===== src/rtl/mem_port_arbiter_pkg.sv =====
// Shared types for the memory port arbiter: access FSM states, requester IDs
// and default bus widths.
`timescale 1ns/1ps
package mem_port_arbiter_pkg;

   localparam int DEF_ADDR_W = 16;
   localparam int DEF_DATA_W = 16;

   typedef enum logic [1:0] {
      ST_IDLE  = 2'd0,
      ST_ISSUE = 2'd1,
      ST_RESP  = 2'd2
   } arb_state_t;

   typedef enum logic {
      REQ_CPU = 1'b0,
      REQ_VID = 1'b1
   } req_id_t;

   // The winner may only change in states where no access is being issued.
   function automatic logic is_arb_point(input arb_state_t s);
      return (s == ST_IDLE) || (s == ST_RESP);
   endfunction

endpackage


===== src/rtl/mem_arb_pick.sv =====
// Combinational winner select between the CPU and video requesters.
// Build option MEM_ARB_RR_EN: round-robin tie-break instead of fixed CPU priority.
`timescale 1ns/1ps
module mem_arb_pick
   import mem_port_arbiter_pkg::*;
(
   input  logic    cpu_req,
   input  logic    vid_req,
`ifdef MEM_ARB_RR_EN
   input  req_id_t last_gnt,
`else
   input  logic    starve,
`endif
   output req_id_t win
);

   always_comb begin
      win = REQ_CPU;
      if (cpu_req && vid_req) begin
`ifdef MEM_ARB_RR_EN
         win = (last_gnt == REQ_CPU) ? REQ_VID : REQ_CPU;
`else
         // A video request that has waited MAX_WAIT cycles beats the CPU once.
         win = starve ? REQ_VID : REQ_CPU;
`endif
      end else if (vid_req) begin
         win = REQ_VID;
      end
   end

endmodule


===== src/rtl/mem_port_arbiter.sv =====
// Shares one synchronous block RAM between CPU and video read port with a
// 3-state IDLE/ISSUE/RESP access FSM. Build option MEM_ARB_RR_EN selects round-robin.
`timescale 1ns/1ps
module mem_port_arbiter
   import mem_port_arbiter_pkg::*;
#(
   parameter int ADDR_W   = DEF_ADDR_W,
   parameter int DATA_W   = DEF_DATA_W,
   parameter int MAX_WAIT = 8
) (
   input  logic              Clk,
   input  logic              Reset,
   input  logic              CpuReq,
   input  logic              CpuWe,
   input  logic [ADDR_W-1:0] CpuAddr,
   input  logic [DATA_W-1:0] CpuWData,
   output logic              CpuGnt,
   output logic              CpuValid,
   output logic [DATA_W-1:0] CpuRData,
   input  logic              VidReq,
   input  logic [ADDR_W-1:0] VidAddr,
   output logic              VidGnt,
   output logic              VidValid,
   output logic [DATA_W-1:0] VidRData,
   output logic [ADDR_W-1:0] RamAddr,
   output logic [DATA_W-1:0] RamWData,
   output logic              RamWe,
   input  logic [DATA_W-1:0] RamRData,
   output arb_state_t        DbgState
);

   // Handshake: a requester holds Req until it sees its one-cycle Gnt; the
   // matching Valid pulse follows exactly one cycle after Gnt. Req sampled
   // high again in the Valid cycle counts as a new request.

   arb_state_t state_q, state_d;
   req_id_t    owner_q;
   req_id_t    win;
   logic       any_req;
   logic       take;

   assign any_req = CpuReq | VidReq;
   assign take    = is_arb_point(state_q) && any_req;

`ifdef MEM_ARB_RR_EN
   req_id_t last_q;

   always_ff @(posedge Clk) begin
      if (Reset) begin
         last_q <= REQ_VID;
      end else if (state_q == ST_ISSUE) begin
         last_q <= owner_q;
      end
   end

   mem_arb_pick u_pick (
      .cpu_req  (CpuReq),
      .vid_req  (VidReq),
      .last_gnt (last_q),
      .win      (win)
   );
`else
   localparam int VW = $clog2(MAX_WAIT + 1);

   logic [VW-1:0] vid_wait_q;
   logic          starve;

   assign starve = (vid_wait_q == VW'(MAX_WAIT));

   always_ff @(posedge Clk) begin
      if (Reset) begin
         vid_wait_q <= '0;
      end else if (VidGnt) begin
         vid_wait_q <= '0;
      end else if (VidReq && !starve) begin
         vid_wait_q <= vid_wait_q + VW'(1);
      end
   end

   mem_arb_pick u_pick (
      .cpu_req (CpuReq),
      .vid_req (VidReq),
      .starve  (starve),
      .win     (win)
   );
`endif

   always_comb begin
      state_d = ST_IDLE;
      case (state_q)
         ST_IDLE:  state_d = any_req ? ST_ISSUE : ST_IDLE;
         ST_ISSUE: state_d = ST_RESP;
         ST_RESP:  state_d = any_req ? ST_ISSUE : ST_IDLE;
         default:  state_d = ST_IDLE;
      endcase
   end

   // The RAM port is loaded at the arbitration edge so it is already valid
   // throughout ISSUE; the RAM samples it at the edge that ends ISSUE.
   always_ff @(posedge Clk) begin
      if (Reset) begin
         state_q  <= ST_IDLE;
         owner_q  <= REQ_CPU;
         RamAddr  <= '0;
         RamWData <= '0;
         RamWe    <= 1'b0;
      end else begin
         state_q <= state_d;
         RamWe   <= 1'b0;
         if (take) begin
            owner_q <= win;
            if (win == REQ_CPU) begin
               RamAddr  <= CpuAddr;
               RamWData <= CpuWData;
               RamWe    <= CpuWe;
            end else begin
               RamAddr  <= VidAddr;
               RamWData <= '0;
            end
         end
      end
   end

   always_comb begin
      CpuGnt   = (state_q == ST_ISSUE) && (owner_q == REQ_CPU);
      VidGnt   = (state_q == ST_ISSUE) && (owner_q == REQ_VID);
      CpuValid = (state_q == ST_RESP)  && (owner_q == REQ_CPU);
      VidValid = (state_q == ST_RESP)  && (owner_q == REQ_VID);
      CpuRData = CpuValid ? RamRData : '0;
      VidRData = VidValid ? RamRData : '0;
      DbgState = state_q;
   end

endmodule


===== config.mk =====
export PLATFORM = sky130hd
export DESIGN_NAME = mem_port_arbiter
export DESIGN_NICKNAME = d
export VERILOG_FILES = /design/src/rtl/mem_port_arbiter_pkg.sv /design/src/rtl/mem_arb_pick.sv /design/src/rtl/mem_port_arbiter.sv
export SDC_FILE = /design/constraint.sdc
export NUM_CORES = 1
export LEC_CHECK = 0
export CAP_MARGIN = 25
export CORE_MARGIN = 1.5
export CORE_UTILIZATION = 39
export CTS_BUF_LIST = sky130_fd_sc_hd__clkbuf_8 sky130_fd_sc_hd__clkbuf_16
export DETAILED_ROUTE_END_ITERATION = 7
export PLACE_DENSITY = 0.85
export SYNTH_ARGS = -nofsm -noshare
export SYNTH_HDL_FRONTEND = slang
export SYNTH_SLANG_ARGS = --single-unit

===== constraint.sdc =====
create_clock -name Clk -period 4.2 [get_ports Clk]
set_input_delay 0.63 -clock Clk [delete_from_list [all_inputs] [get_ports Clk]]
set_output_delay 0.63 -clock Clk [all_outputs]
set_load 0.005 [all_outputs]

# Word level (Yosys, flattened, before mapping)
# Cells that the tools add are included.
[word_totals] ff_bits=40
[classes] add_sub_neg=1 n_eq_ne=3 n_mux=9 n_bitwise=3 reduce_logical=13
[ops] operator="$mux W16" n=4
[ops] operator="$logic_and A1 B1 Y1" n=7
[ops] operator="$add A4 B1 Y4 const B" n=1
[ops] operator="$eq A4 B4 Y1 const B" n=1
[ops] operator="$mux W1" n=4
[ops] operator="$pmux W2 S2" n=1
[ops] operator="$reduce_or A2 Y1" n=2
[ops] operator="$reduce_or A3 Y1" n=1
[ops] operator="$eq A2 B1 Y1 const B" n=1
[ops] operator="$eq A2 B2 Y1 const B" n=1
[ops] operator="$logic_not A2 Y1" n=1
[ops] operator="$not A1 Y1" n=2
[ops] operator="$logic_not A1 Y1" n=1
[ops] operator="$logic_or A1 B1 Y1" n=1
[ops] operator="$or A1 B1 Y1" n=1

# Depth between registers and ports, before layout
[logic_depth] ltp_word=5 mapped_depth=7 ltp_nobuf=5

# Hierarchy
# Synthesis repeated with hierarchy kept, for this count alone.
[hier_totals] cells_unflattened=222 hier_area_um2=1996.9
[by_module_without_submodules] mod="mem_port_arbiter" n_inst=1 cells_each=220 area_per_inst_um2=1985.7
[by_module_without_submodules] mod="mem_arb_pick" n_inst=1 cells_each=2 area_per_inst_um2=11.3

# Worst setup path after synthesis
# OpenSTA, ideal clock, no wires.
[synth_timing] kind="register to output" start="register state_q[0], in the netlist DbgState[0]" end="output port CpuRData[10]" arrival_ns=1.084 t_required_ns=3.570 setup_slack_ns=2.486 stages_incl_launch_ff=5 path_cell_list="dfxtp_1 > buf_4 > nor3b_2 > buf_2 > and2_1"
[synth_via] elab_chain_len=3
[synth_rtl] element="start: declaration" line_no="mem_port_arbiter.sv:36" text="arb_state_t state_q, state_d;"
[synth_rtl] element="start signal: assignment" line_no="mem_port_arbiter.sv:108" text="state_q <= state_d;"
[synth_rtl] element="$eq A2 B2 Y1" line_no="mem_port_arbiter.sv:127" text="CpuValid = (state_q == ST_RESP) && (owner_q == REQ_CPU);"
[synth_rtl] element="$logic_and A1 B1 Y1" line_no="mem_port_arbiter.sv:127"
[synth_rtl] element="net CpuValid" line_no="mem_port_arbiter.sv:18" text="output logic CpuValid,"
[synth_rtl] element="$mux W16" line_no="mem_port_arbiter.sv:129" text="CpuRData = CpuValid ? RamRData : '0;"
[synth_rtl] element="end: declaration" line_no="mem_port_arbiter.sv:19" text="output logic [DATA_W-1:0] CpuRData,"
# The timed path passes the listed nets, and every way through them passes these cells.

# Worst setup path after layout
[layout_timing] start="register state_q[1], in the netlist DbgState[1]" end="output port CpuRData[9]"
[layout_via] elab_chain_len=3
[layout_rtl] element="$eq A2 B2 Y1" line_no="mem_port_arbiter.sv:127"
[layout_rtl] element="$logic_and A1 B1 Y1" line_no="mem_port_arbiter.sv:127"
[layout_rtl] element="$mux W16" line_no="mem_port_arbiter.sv:129"
# Every way passes these cells.

==> results.txt <==
* Die area: roughly 0.006 mm^2
* Root buf cell: clkbuf_8
- Detailed routing inserted a total of between 2,000 and 2,500 vias.
- Setup-failing EPs final: 0
- Cells with a size suffix above 1 make up around 5.7% of the layout.
- After synthesis, the largest family of logic cells by area is simple AND/OR/NAND/NOR gates.
- Share of the synthesized netlist area taken by xor and xnor gates: less than 1%
- Slack of the worst reg-to-reg path: ~2.3 ns
- Setup fix buffers added after clock tree synthesis: 0
- Yosys mapped the design onto 32 distinct sky130hd cell types.
- Worst flop-to-flop path endpoint: RamAddr[13]$_SDFFE_PP0N_
* Clock buffer count from CTS: 5
- Clock input transition at the sequential cells of the worst setup and hold paths: approximately 0.080 ns
- Per report_power, the combinational group accounts for between 20% and 30% of the total.
- GRT overflow: 0
- Synth Area in Compound Gates: around an eighth
- CTS built an H-tree with a depth of 2.
* Slew Limit Headroom: between 30% and 40%
* Placer Congestion: 0.813
* Worst-case setup slack after placement: ~1.4 ns
- DPL Wire Length: ~4800 um
* Endpoint arrival time on the critical path: 2.11 ns
- Critical-path cell with the highest stage delay: nor3b_2
* Number of iterations in the first detailed-routing pass: 4
* Drt total wl: approximately 6700 um
- In this run the tool buffered the top-level ports with ~140 buffer cells.
- Launching element type of the critical path: flop
* Critical path peak fanout: 17
- Global routing consumed, over all layers together, 22.4% of the routing resources.
- Max IR drop VDD: roughly 0.20 mV
- The first global-routing pass estimated around 11,000 um of wire.
- The critical path crosses 3 cells after its start point.
- At the pin with the least slew margin, the transition time is between 0.9 and 1 ns.
- The count of pins over their slew limit was 0.
* I/O pin total: 140
- Power Internal: just under 0.0007 W
* Crit path max-delay family: simple AND/OR/NAND/NOR gates
* Post-synthesis cell count: 249
- For this design, the CTS-stage hold fixing added 0 buffers.
* Fraction of the mapped netlist area in adder cells: approximately 1.1%
- After detailed routing, the average wire length per cell comes to 15.2 um.
* Crit path cell chain: nor3b_2, and2_1, clkdlybuf4s50_1
- Core Box Area: ~0.0054 mm^2
- End of the critical path: CpuRData[9]
- The via count of the first global-routing pass was about 2,200.
- Pin count of the biggest net entering global routing: 51
- STA classifies the critical path endpoint as an output pin.
* Sequential group share of total power: between 40% and 50%
- Crit path required time: between 3 and 4 ns
- The area growth from synthesis to layout is 65.7%.
- The number of antenna diodes in the final layout is 0.
* Critical hold path startpoint: RamWData[8]$_SDFFE_PP0N_
* Highest clock rate: 364 MHz
* Total power divided by cell area: approximately 260 mW/mm^2
- TritonCTS built the clock tree.
* Post-cts sizing count: 0
- Counting cells, the worst reg-to-reg path comes to 5.
- Number of antenna violations at the first check in global routing: 0
- Start-to-end type of the worst setup path: flop to output pin
* Mapped Avg Cell Area: just under 9 um^2
- The run finished with clean final reports.
- Max-cap violations in this run came to 0.
* Buffer levels on the longest clock path: 2
- Number of clock sinks: 40
- Using the TritonRoute via totals, the vias-per-cell ratio works out to ~5.1.
- The clock period could shrink to ~2.7 ns.
- Final net count: approximately 440
- In this run the cell area measured after placement is approximately 0.0035 mm^2.
- RSZ-0062 raised after global routing: no
- Net switching is 26.0% of the power.
- Final ANT Viol Nets: 0
- Setup slack closes at about 1.5 ns.
- The tightest min-delay check is of the flop to flop type.
- In this run the critical register-to-register path is launched from vid_wait_q[0]$_SDFFE_PP0P_.
* Accumulated negative setup slack: 0 ns
- 1st-iter DRT viols: between 150 and 200
* Hold Vio Cnt, Final: 0
* Num rows: 27
- At the later pin of the worst-skew pair, clock insertion delay measures about 0.29 ns.
- For this configuration, the core starts out at a cell density of 40.1%.
* Leakage power figure: 1.35 nW
* Period Utilization, post-route: approximately 65%
- Multiplexer share of the synthesized area: 0%
- Post-layout instance area: between 0.003 and 0.004 mm^2
- The number of nets in the synthesized netlist is between 300 and 400.
* Setup Skew: 0.00382 ns
* Flop and latch count out of synthesis: 40
- In this run the vertical extent of the chip is a little under 80 um.
* Sequential fraction of the synthesis area: between 30 and 40%
- Drt drc: 0
- For this design the total switching power over the nets is roughly 0.00024 W.
- The synthesized netlist occupies a cell area of approximately 0.0022 mm^2.
- First element of the critical path: DbgState[1]$_SDFF_PP0_
- Measured along the x axis, the die boundary spans between 70 and 80 um.
* Portion of total power attributed to the clock network: 28.8%
* Synthesized-area fraction occupied by and/or/nand/nor cells: 40.8%
- In this design, the stage delay of the slowest critical-path cell is ~0.7 ns.
- Counting both buffers and inverters, the worst setup path holds a total of 1.
- Number of warning messages in the yosys log: 0
==> cells by family (layout without fill, tap and decap cells) <==
logic type               Yosys count  in the layout
adder cells (fa/ha/maj)            2              2
flip-flops                        40             40
AND/OR/NAND/NOR                  131            131
AO/OA/AOI/OAI                     42             42
XOR/XNOR                           1              1
buffers and inverters             33            155
==> worst min-delay path, cell delays in order, from the launching register on <==
cell and delay, ns:
dfxtp_1 0.32, nand2_1 0.05, a21oi_1 0.05
==> power by group through the flow <==
stage / clock network (W) / registers, W / logic [W]
finish: 0.000266 / 0.000423 / 0.000235
global route: 0.000290 / 0.000426 / 0.000255
CTS: 0.000271 / 0.000423 / 0.000237
detailed placement: 0 / 0.000431 / 0.000236
global placement: 0 / 0.000430 / 0.000232
floorplan: 0 / 0.000431 / 0.0000954
==> area by class of cell <==
| type | count | area [um^2] |
|---|---|---|
| Inverter | 5 | 18.8 |
| Fill cell | 467 | 1820 |
| Tap cell | 72 | 90.1 |
| Timing Repair Buffer | 142 | 1410 |
| Multi-Input combinational cell | 176 | 1200 |
| Sequential cell | 40 | 801 |
| Clock inverter | 2 | 10.0 |
| Clock buffer | 6 | 82.6 |
==> through the flow <==
step,total power (W),hold slack (ns),util (%),instances
2_1_floorplan,0.000527,0.453,-,249
3_3_place_gp,0.000663,0.443,64.8,435
3_5_place_dp,0.000667,0.449,64.8,435
4_1_cts,0.000931,0.460,66.5,443
5_1_grt,0.000971,0.483,66.5,443
6_report,0.000923,0.460,66.5,443
==> worst min-delay path by stage <==
stage / end / slack, ns / cells after the start
finish: RamWData[8]$_SDFFE_PP0N_ / 0.46 / 2
global route: RamWData[12]$_SDFFE_PP0N_ / 0.48 / 2
CTS: RamWData[14]$_SDFFE_PP0N_ / 0.46 / 2
detailed placement: RamWData[14]$_SDFFE_PP0N_ / 0.45 / 2
global placement: RamWData[14]$_SDFFE_PP0N_ / 0.44 / 2
floorplan: RamWData[0]$_SDFFE_PP0N_ / 0.45 / 2
==> Yosys cell counts (all sizes together) <==
cell | number | area, um^2
o21ai | 3 | 15.0
nand3 | 2 | 10.0
nand4b | 17 | 164
a21oi | 20 | 100
a211oi | 16 | 125
inv | 5 | 18.8
nor4 | 16 | 131
ha | 2 | 25.0
nand4 | 1 | 6.26
dfxtp | 40 | 801
nand2 | 17 | 63.8
nand3b | 2 | 15.0
o21bai | 1 | 18.8
nor4bb | 16 | 160
and2 | 32 | 200
nand2b | 3 | 18.8
a21o | 1 | 7.51
and3b | 2 | 17.5
buf | 21 | 136
xor2 | 1 | 8.76
nor2 | 20 | 75.1
or4 | 1 | 7.51
nor3b | 1 | 12.5
and4 | 1 | 8.76
clkbuf | 7 | 26.3
o21ba | 1 | 10.0
==> flip-flops by register name, indices dropped and copies added (netlist names) <==
name and cells:
RamWe 1, vid_wait_q 4, RamWData 16, DbgState 2, owner_q 1, RamAddr 16
==> placed cells by master, fill, tap and decap left out <==
master and instances:
dfxtp_1 40, clkinv_2 2, inv_1 4, nand3b_1 2, nand4b_4 1, o21ai_0 3
nor4_1 11, nor2_1 20, o21bai_4 1, xor2_1 1, nor3b_2 1, nand4b_1 16
a21oi_1 20, a211oi_2 1, nand2b_1 3, buf_4 3, clkbuf_8 6, nand3_1 2
inv_2 1, a211oi_1 15, or4_1 1, nand4_1 1, and4_1 1, and2_1 32
a21o_1 1, nor4_2 5, nor4bb_1 16, and3b_1 2, ha_1 2, o21ba_1 1
clkdlybuf4s50_1 139, nand2_1 17
==> metal layers <==
metal	up-vias	global-route usage [%]	routed length (um)
li1	1135	-	-
met5	-	0	0
met3	5	4.71	417
met4	0	6.00	47
met2	73	36.5	3340
met1	1043	29.7	2910
Note: power is estimated with default switching activity, not from simulation.
